==> config.mk <==
export PLATFORM = sky130hd
export DESIGN_NAME = mixer_i2s_transmitter
export DESIGN_NICKNAME = d
export VERILOG_FILES = /design/src/rtl/mixer_i2s_transmitter.sv
export SDC_FILE = /design/constraint.sdc
export NUM_CORES = 1
export LEC_CHECK = 0
export ABC_AREA = 0
export BUFFER_PORTS_ARGS = -buffer_cell sky130_fd_sc_hd__buf_2
export CORE_MARGIN = 2
export CORE_UTILIZATION = 40
export CTS_CLUSTER_DIAMETER = 80
export DETAILED_ROUTE_END_ITERATION = 8
export PLACE_DENSITY = 0.7
export SLEW_MARGIN = 20
export SYNTH_ARGS = -nofsm -noshare
export SYNTH_HDL_FRONTEND = slang
export SYNTH_SLANG_ARGS = --single-unit
==> constraint.sdc <==
create_clock -name clk -period 2.7 [get_ports clk]
set_input_delay 0.405 -clock clk [delete_from_list [all_inputs] [get_ports clk]]
set_output_delay 0.405 -clock clk [all_outputs]
set_load 0.02 [all_outputs]
==> src/rtl/mixer_i2s_transmitter.sv <==
// mixer_i2s_transmitter: takes stereo sample pairs from the mixer over valid/ready
// and serializes them as Philips I2S (one-bit delay after the lrclk edge, MSB first).
// bclk and lrclk are derived from clk by a programmable divider.
// Optional build macro: MIXER_I2S_TX_REPEAT_ON_UNDERRUN_EN
//   defined   -> an underrun frame repeats the last transmitted pair
//   undefined -> an underrun frame transmits zeros
module mixer_i2s_transmitter #(
  parameter int AUDIO_WIDTH_P = 24,
  parameter int SLOT_WIDTH_P  = 32,
  parameter int DIV_WIDTH_P   = 8
) (
  input  logic                            clk,
  input  logic                            rst_n,
  input  logic signed [AUDIO_WIDTH_P-1:0] ing_left,
  input  logic signed [AUDIO_WIDTH_P-1:0] ing_right,
  input  logic                            ing_valid,
  output logic                            ing_ready,
  output logic                            i2s_bclk,
  output logic                            i2s_lrclk,
  output logic                            i2s_sdata,
  input  logic [DIV_WIDTH_P-1:0]          cr_bclk_div,
  output logic                            sr_underrun
);

  localparam int FRAME_BITS = 2 * SLOT_WIDTH_P;
  localparam int BW         = $clog2(FRAME_BITS);
  localparam int PAD        = SLOT_WIDTH_P - AUDIO_WIDTH_P;

  logic [DIV_WIDTH_P-1:0]   div_cnt;
  logic [DIV_WIDTH_P-1:0]   div_lim;
  logic                     div_hit;
  logic                     fall_ev;
  logic                     load_ev;
  logic                     accept;
  logic [BW-1:0]            bit_cnt;
  logic [BW-1:0]            bit_nxt;
  logic [FRAME_BITS-1:0]    shreg;
  logic [SLOT_WIDTH_P-1:0]  slot_l;
  logic [SLOT_WIDTH_P-1:0]  slot_r;
  logic [AUDIO_WIDTH_P-1:0] hold_left;
  logic [AUDIO_WIDTH_P-1:0] hold_right;
  logic [AUDIO_WIDTH_P-1:0] src_left;
  logic [AUDIO_WIDTH_P-1:0] src_right;
  logic                     hold_full;

  // A divide setting of 0 behaves like 1; >= keeps the compare safe if the
  // setting shrinks below the running count.
  assign div_lim = (cr_bclk_div == '0) ? DIV_WIDTH_P'(1) : cr_bclk_div;
  assign div_hit = (div_cnt >= (div_lim - DIV_WIDTH_P'(1)));
  assign fall_ev = div_hit && i2s_bclk;

  assign bit_nxt = (bit_cnt == BW'(FRAME_BITS - 1)) ? '0 : bit_cnt + 1'b1;
  // Loading at bit 1 gives the one-bit delay behind the lrclk edge at bit 0.
  assign load_ev = fall_ev && (bit_nxt == BW'(1));

  assign ing_ready = !hold_full;
  assign accept    = ing_valid && !hold_full;
  assign i2s_sdata = shreg[FRAME_BITS-1];

`ifdef MIXER_I2S_TX_REPEAT_ON_UNDERRUN_EN
  logic [AUDIO_WIDTH_P-1:0] last_left;
  logic [AUDIO_WIDTH_P-1:0] last_right;

  // Remember the most recently loaded pair so an underrun can replay it.
  always_ff @(posedge clk or negedge rst_n) begin
    if (!rst_n) begin
      last_left  <= '0;
      last_right <= '0;
    end else if (load_ev && hold_full) begin
      last_left  <= hold_left;
      last_right <= hold_right;
    end
  end

  assign src_left  = hold_full ? hold_left  : last_left;
  assign src_right = hold_full ? hold_right : last_right;
`else
  assign src_left  = hold_full ? hold_left  : '0;
  assign src_right = hold_full ? hold_right : '0;
`endif

  // MSB-align each sample in its slot; the low pad bits are zero.
  assign slot_l = SLOT_WIDTH_P'(src_left)  << PAD;
  assign slot_r = SLOT_WIDTH_P'(src_right) << PAD;

  // Divider: toggle bclk every D clk cycles.
  always_ff @(posedge clk or negedge rst_n) begin
    if (!rst_n) begin
      div_cnt  <= '0;
      i2s_bclk <= 1'b0;
    end else if (div_hit) begin
      div_cnt  <= '0;
      i2s_bclk <= !i2s_bclk;
    end else begin
      div_cnt  <= div_cnt + 1'b1;
    end
  end

  // Bit position within the frame and word select, both advanced on bclk falls.
  always_ff @(posedge clk or negedge rst_n) begin
    if (!rst_n) begin
      bit_cnt   <= BW'(FRAME_BITS - 1);
      i2s_lrclk <= 1'b1;
    end else if (fall_ev) begin
      bit_cnt   <= bit_nxt;
      i2s_lrclk <= (bit_nxt >= BW'(SLOT_WIDTH_P));
    end
  end

  // Output shifter: load a whole frame at bit 1, otherwise shift out MSB first.
  always_ff @(posedge clk or negedge rst_n) begin
    if (!rst_n) begin
      shreg <= '0;
    end else if (load_ev) begin
      shreg <= {slot_l, slot_r};
    end else if (fall_ev) begin
      shreg <= {shreg[FRAME_BITS-2:0], 1'b0};
    end
  end

  // Single-entry holding register; an accept in a load cycle feeds the next frame.
  always_ff @(posedge clk or negedge rst_n) begin
    if (!rst_n) begin
      hold_full  <= 1'b0;
      hold_left  <= '0;
      hold_right <= '0;
    end else if (accept) begin
      hold_full  <= 1'b1;
      hold_left  <= ing_left;
      hold_right <= ing_right;
    end else if (load_ev) begin
      hold_full  <= 1'b0;
    end
  end

  // Underrun flag: one clk, aligned with the bclk fall that loads the frame.
  always_ff @(posedge clk or negedge rst_n) begin
    if (!rst_n) sr_underrun <= 1'b0;
    else        sr_underrun <= load_ev && !hold_full;
  end

endmodule
==> reports/qor.yml <==
finalCoreUtilization_pct: 52.9
grt_antenna_before_repair: 0
regToRegStartpoint: "bit_cnt[0]$_DFFE_PN1P_"
cts_max_path_buffers: 2
hold_class: "in2async"
violations: "negative setup slack"
final_wirelength_um: 11500
startpoint_to_endpoint_class_of_the_critical_path: "in2reg"
reg2reg_slack_ns: 0.31
slowest_stage_cell_crit_path: "sky130_fd_sc_hd__or4_4"
synth_largest_area_cell: "sky130_fd_sc_hd__dfrtp_1"
worstPathMaxFanout: 7
setup-violations-final: 43
cts.clk_slew.worst_paths_ns: 0.06
clock_sinks: 122
drt_first_iter_violations: 163
vdd_ir_drop_max_uv: 550
slew-limit-headroom_pct: 51.1
syn_avg_cell_area_um2: 11.9
initial_core_util_pct: 40.9
final-hold-violation-count: 0
crit_buf_inv: 4
detail-route-antenna-nets: 0
clock_insertion_delay_worst_skew_ns: 0.41
cp-start-kind: "primary input"
achievable-frequency_mhz: 360
cp-startpoint: "cr_bclk_div[5]"
post_synth_instance_area_um2: 5950
dieArea_um2: 15900
flow.area_growth_from_synthesis_pct: 29.3
final_common_cell: "sky130_fd_sc_hd__dfrtp_1"
place_ws_ns: -0.688
synth.net_count: 570
crit-reg2reg-capture: "shreg[48]$_DFFE_PN0P_"
dp_hpwl_um: 7650
post-layout-total-power_mw: 6.71
pin_count: 64
synth_top_cells_by_area: "sky130_fd_sc_hd__dfrtp_1, sky130_fd_sc_hd__mux2_2, sky130_fd_sc_hd__mux2i_1, sky130_fd_sc_hd__dfstp_2, sky130_fd_sc_hd__nand2_1"
reg2regPathDepth: 7
placed_area_um2: 6770
proportion_of_synthesized_chip_area_in_sequential_cells_pct: 51.5
leakage_nw: 3.54
fp.dieH_um: 126
groute.usage.overall_pct: 15.4
min_period_over_period_pct: 103
cp.required_ns: 3.00
routed_wire_length_per_instance_um: 14.3
netlist-cell-type-count: 36
hold-worst-slack_ns: 0.0474
grt_setup_unrepaired: "true"
post_route_cell_area_um2: 7690
worstMarginPinSlew_ns: 0.733
cap_violations: 0
wire_length_of_the_first_global_routing_pass_um: 19500
final_net_count: 679
layout_common_cells: "sky130_fd_sc_hd__dfrtp_1, sky130_fd_sc_hd__mux2i_1, sky130_fd_sc_hd__buf_2, sky130_fd_sc_hd__mux2_2, sky130_fd_sc_hd__inv_1"
powerDensity_nw_per_um2: 872
data_arrival_critical_path_ns: 3.08
place_congestion: 0.715
synth-warning-count: 0
drt-vias-per-instance: 4.87
power_switching_share_pct: 28.9
cts-buffers-inserted: 17
antenna_cells_inserted: 0
detail_route.drc_violations: 0
grt_start_max_net_pins: 58
endpoint: "shreg[31]$_DFFE_PN0P_"
finalClockSkew_ns: 0.00903
post-place-cells: 749
tns_ns: -1.84
power.net_switching_mw: 1.94
cts_tree: "yes"
run_status: "finished, violations left"
seqPwrFrac_pct: 40.6
instances_no_fill: 805
place.port_buffers: 63
postSynthCellCount: 499
cellInternalPower_mw: 4.77
die_x_um: 126
crit_chain: "buf_6 > or4_4 > nor2_4 > a21oi_2 > ha_2 > nand2b_4 > nor4_2 > xnor2_1 > ha_1 > nand2_2 > nor2_4 > nand2_2 > o21ai_4 > buf_12 > buf_12 > buf_8 > mux2_4"
critPathMaxStageDelay_ns: 0.54
synth.ff_latch_count: 122
p_comb_share_pct: 27.4
grt_overflow: 0
post_route_cells_drive_above_1_share_pct: 39.9
worst-path-stages: 17
clkPwrFrac_pct: 32.0
h_tree_lvls: 4
final_period_minus_worst_setup_slack_ns: 2.78
postLayoutSetupSlackWorst_ns: -0.0770
maxSlewViolCount: 0
critical_path.endpoint_type: "flop"
first_global_vias: 4171
vias: 3917
total_core_area_um2: 14500
num_rows: 44
drtPass1Iterations: 6
cts_root_buffer: "sky130_fd_sc_hd__clkbuf_16"
synthDominantCellAreaShare_pct: 48.4
critPathTopFamily: "simple AND/OR/NAND/NOR gates"
==> state kept, by name, summed over array words and instances, names as in the netlist <==
register / flops
hold_left: 24
i2s_bclk: 1
hold_full: 1
bit_cnt: 6
sr_underrun: 1
i2s_lrclk: 1
div_cnt: 8
shreg: 56
hold_right: 24
==> synth_stat cells (all sizes together) <==
library cell	n
dfrtp	115
mux2i	79
mux2	75
nand2	41
inv	40
and2	21
buf	19
nor2	15
ha	12
nand3	11
xnor2	11
clkbuf	9
a21oi	7
dfstp	7
o21ai	7
and3	6
xor2	6
a21o	2
a31oi	2
nand2b	2
o21a	2
or4	2
a211oi	1
a2bb2oi	1
a311oi	1
a41oi	1
nor2b	1
nor3	1
nor4	1
nor4b	1
==> repair_timing <==
| action | in CTS | in global routing |
|---|---|---|
| setup buffers | 10 | 15 |
| pin swaps | 11 | 3 |
| gates resized for setup | 20 | 20 |
| hold buffers | 0 | 0 |
| setup endpoints to repair | 61 | 52 |
==> layer usage <==
| metal | wire length [um] | global-route usage (%) | up-vias |
|---|---|---|---|
| li1 | - | - | 1906 |
| met1 | 5130 | 18.7 | 1944 |
| met2 | 5770 | 25.6 | 57 |
| met3 | 444 | 4.46 | 10 |
| met4 | 131 | 6.46 | 0 |
| met5 | 0 | 0 | - |
==> area by class of cell <==
| type | instances | area [um^2] |
|---|---|---|
| clock buffer | 19 | 453 |
| clock inverter | 13 | 121 |
| fill | 1282 | 6840 |
| inverter | 40 | 150 |
| multi-input combinational | 309 | 2760 |
| sequential | 122 | 3060 |
| tap | 184 | 230 |
| timing repair buffer | 118 | 915 |
==> worst min path at each step <==
stage,end,depth (start not counted),startpoint
finish,shreg[52]$_DFFE_PN0P_,1,rst_n
global route,shreg[52]$_DFFE_PN0P_,1,rst_n
CTS,shreg[60]$_DFFE_PN0P_,1,rst_n
detailed placement,i2s_lrclk$_DFFE_PN1P_,2,i2s_lrclk$_DFFE_PN1P_
global placement,div_cnt[0]$_DFF_PN0_,1,div_cnt[0]$_DFF_PN0_
floorplan,div_cnt[0]$_DFF_PN0_,0,rst_n
==> power groups by stage <==
stage	clock network (mW)	logic, mW	registers [mW]
after floorplan	0	1.27	2.64
final	2.15	1.84	2.72
after CTS	2.20	1.76	2.72
after global placement	0	1.56	2.72
after global routing	2.30	2.04	2.79
after detailed placement	0	1.66	2.74
==> logic make-up (layout without fill, tap and decap cells) <==
group	after synthesis	count (layout)	share of synthesized area (%)
mux	154	154	27.5
flops	122	122	51.5
simple gates	102	102	8.20
buf+inv	68	190	5.17
compound gates	24	24	2.65
xor+xnor	17	17	2.50
fa+ha+maj	12	12	2.52
Note: power is estimated with default switching activity, not from simulation.
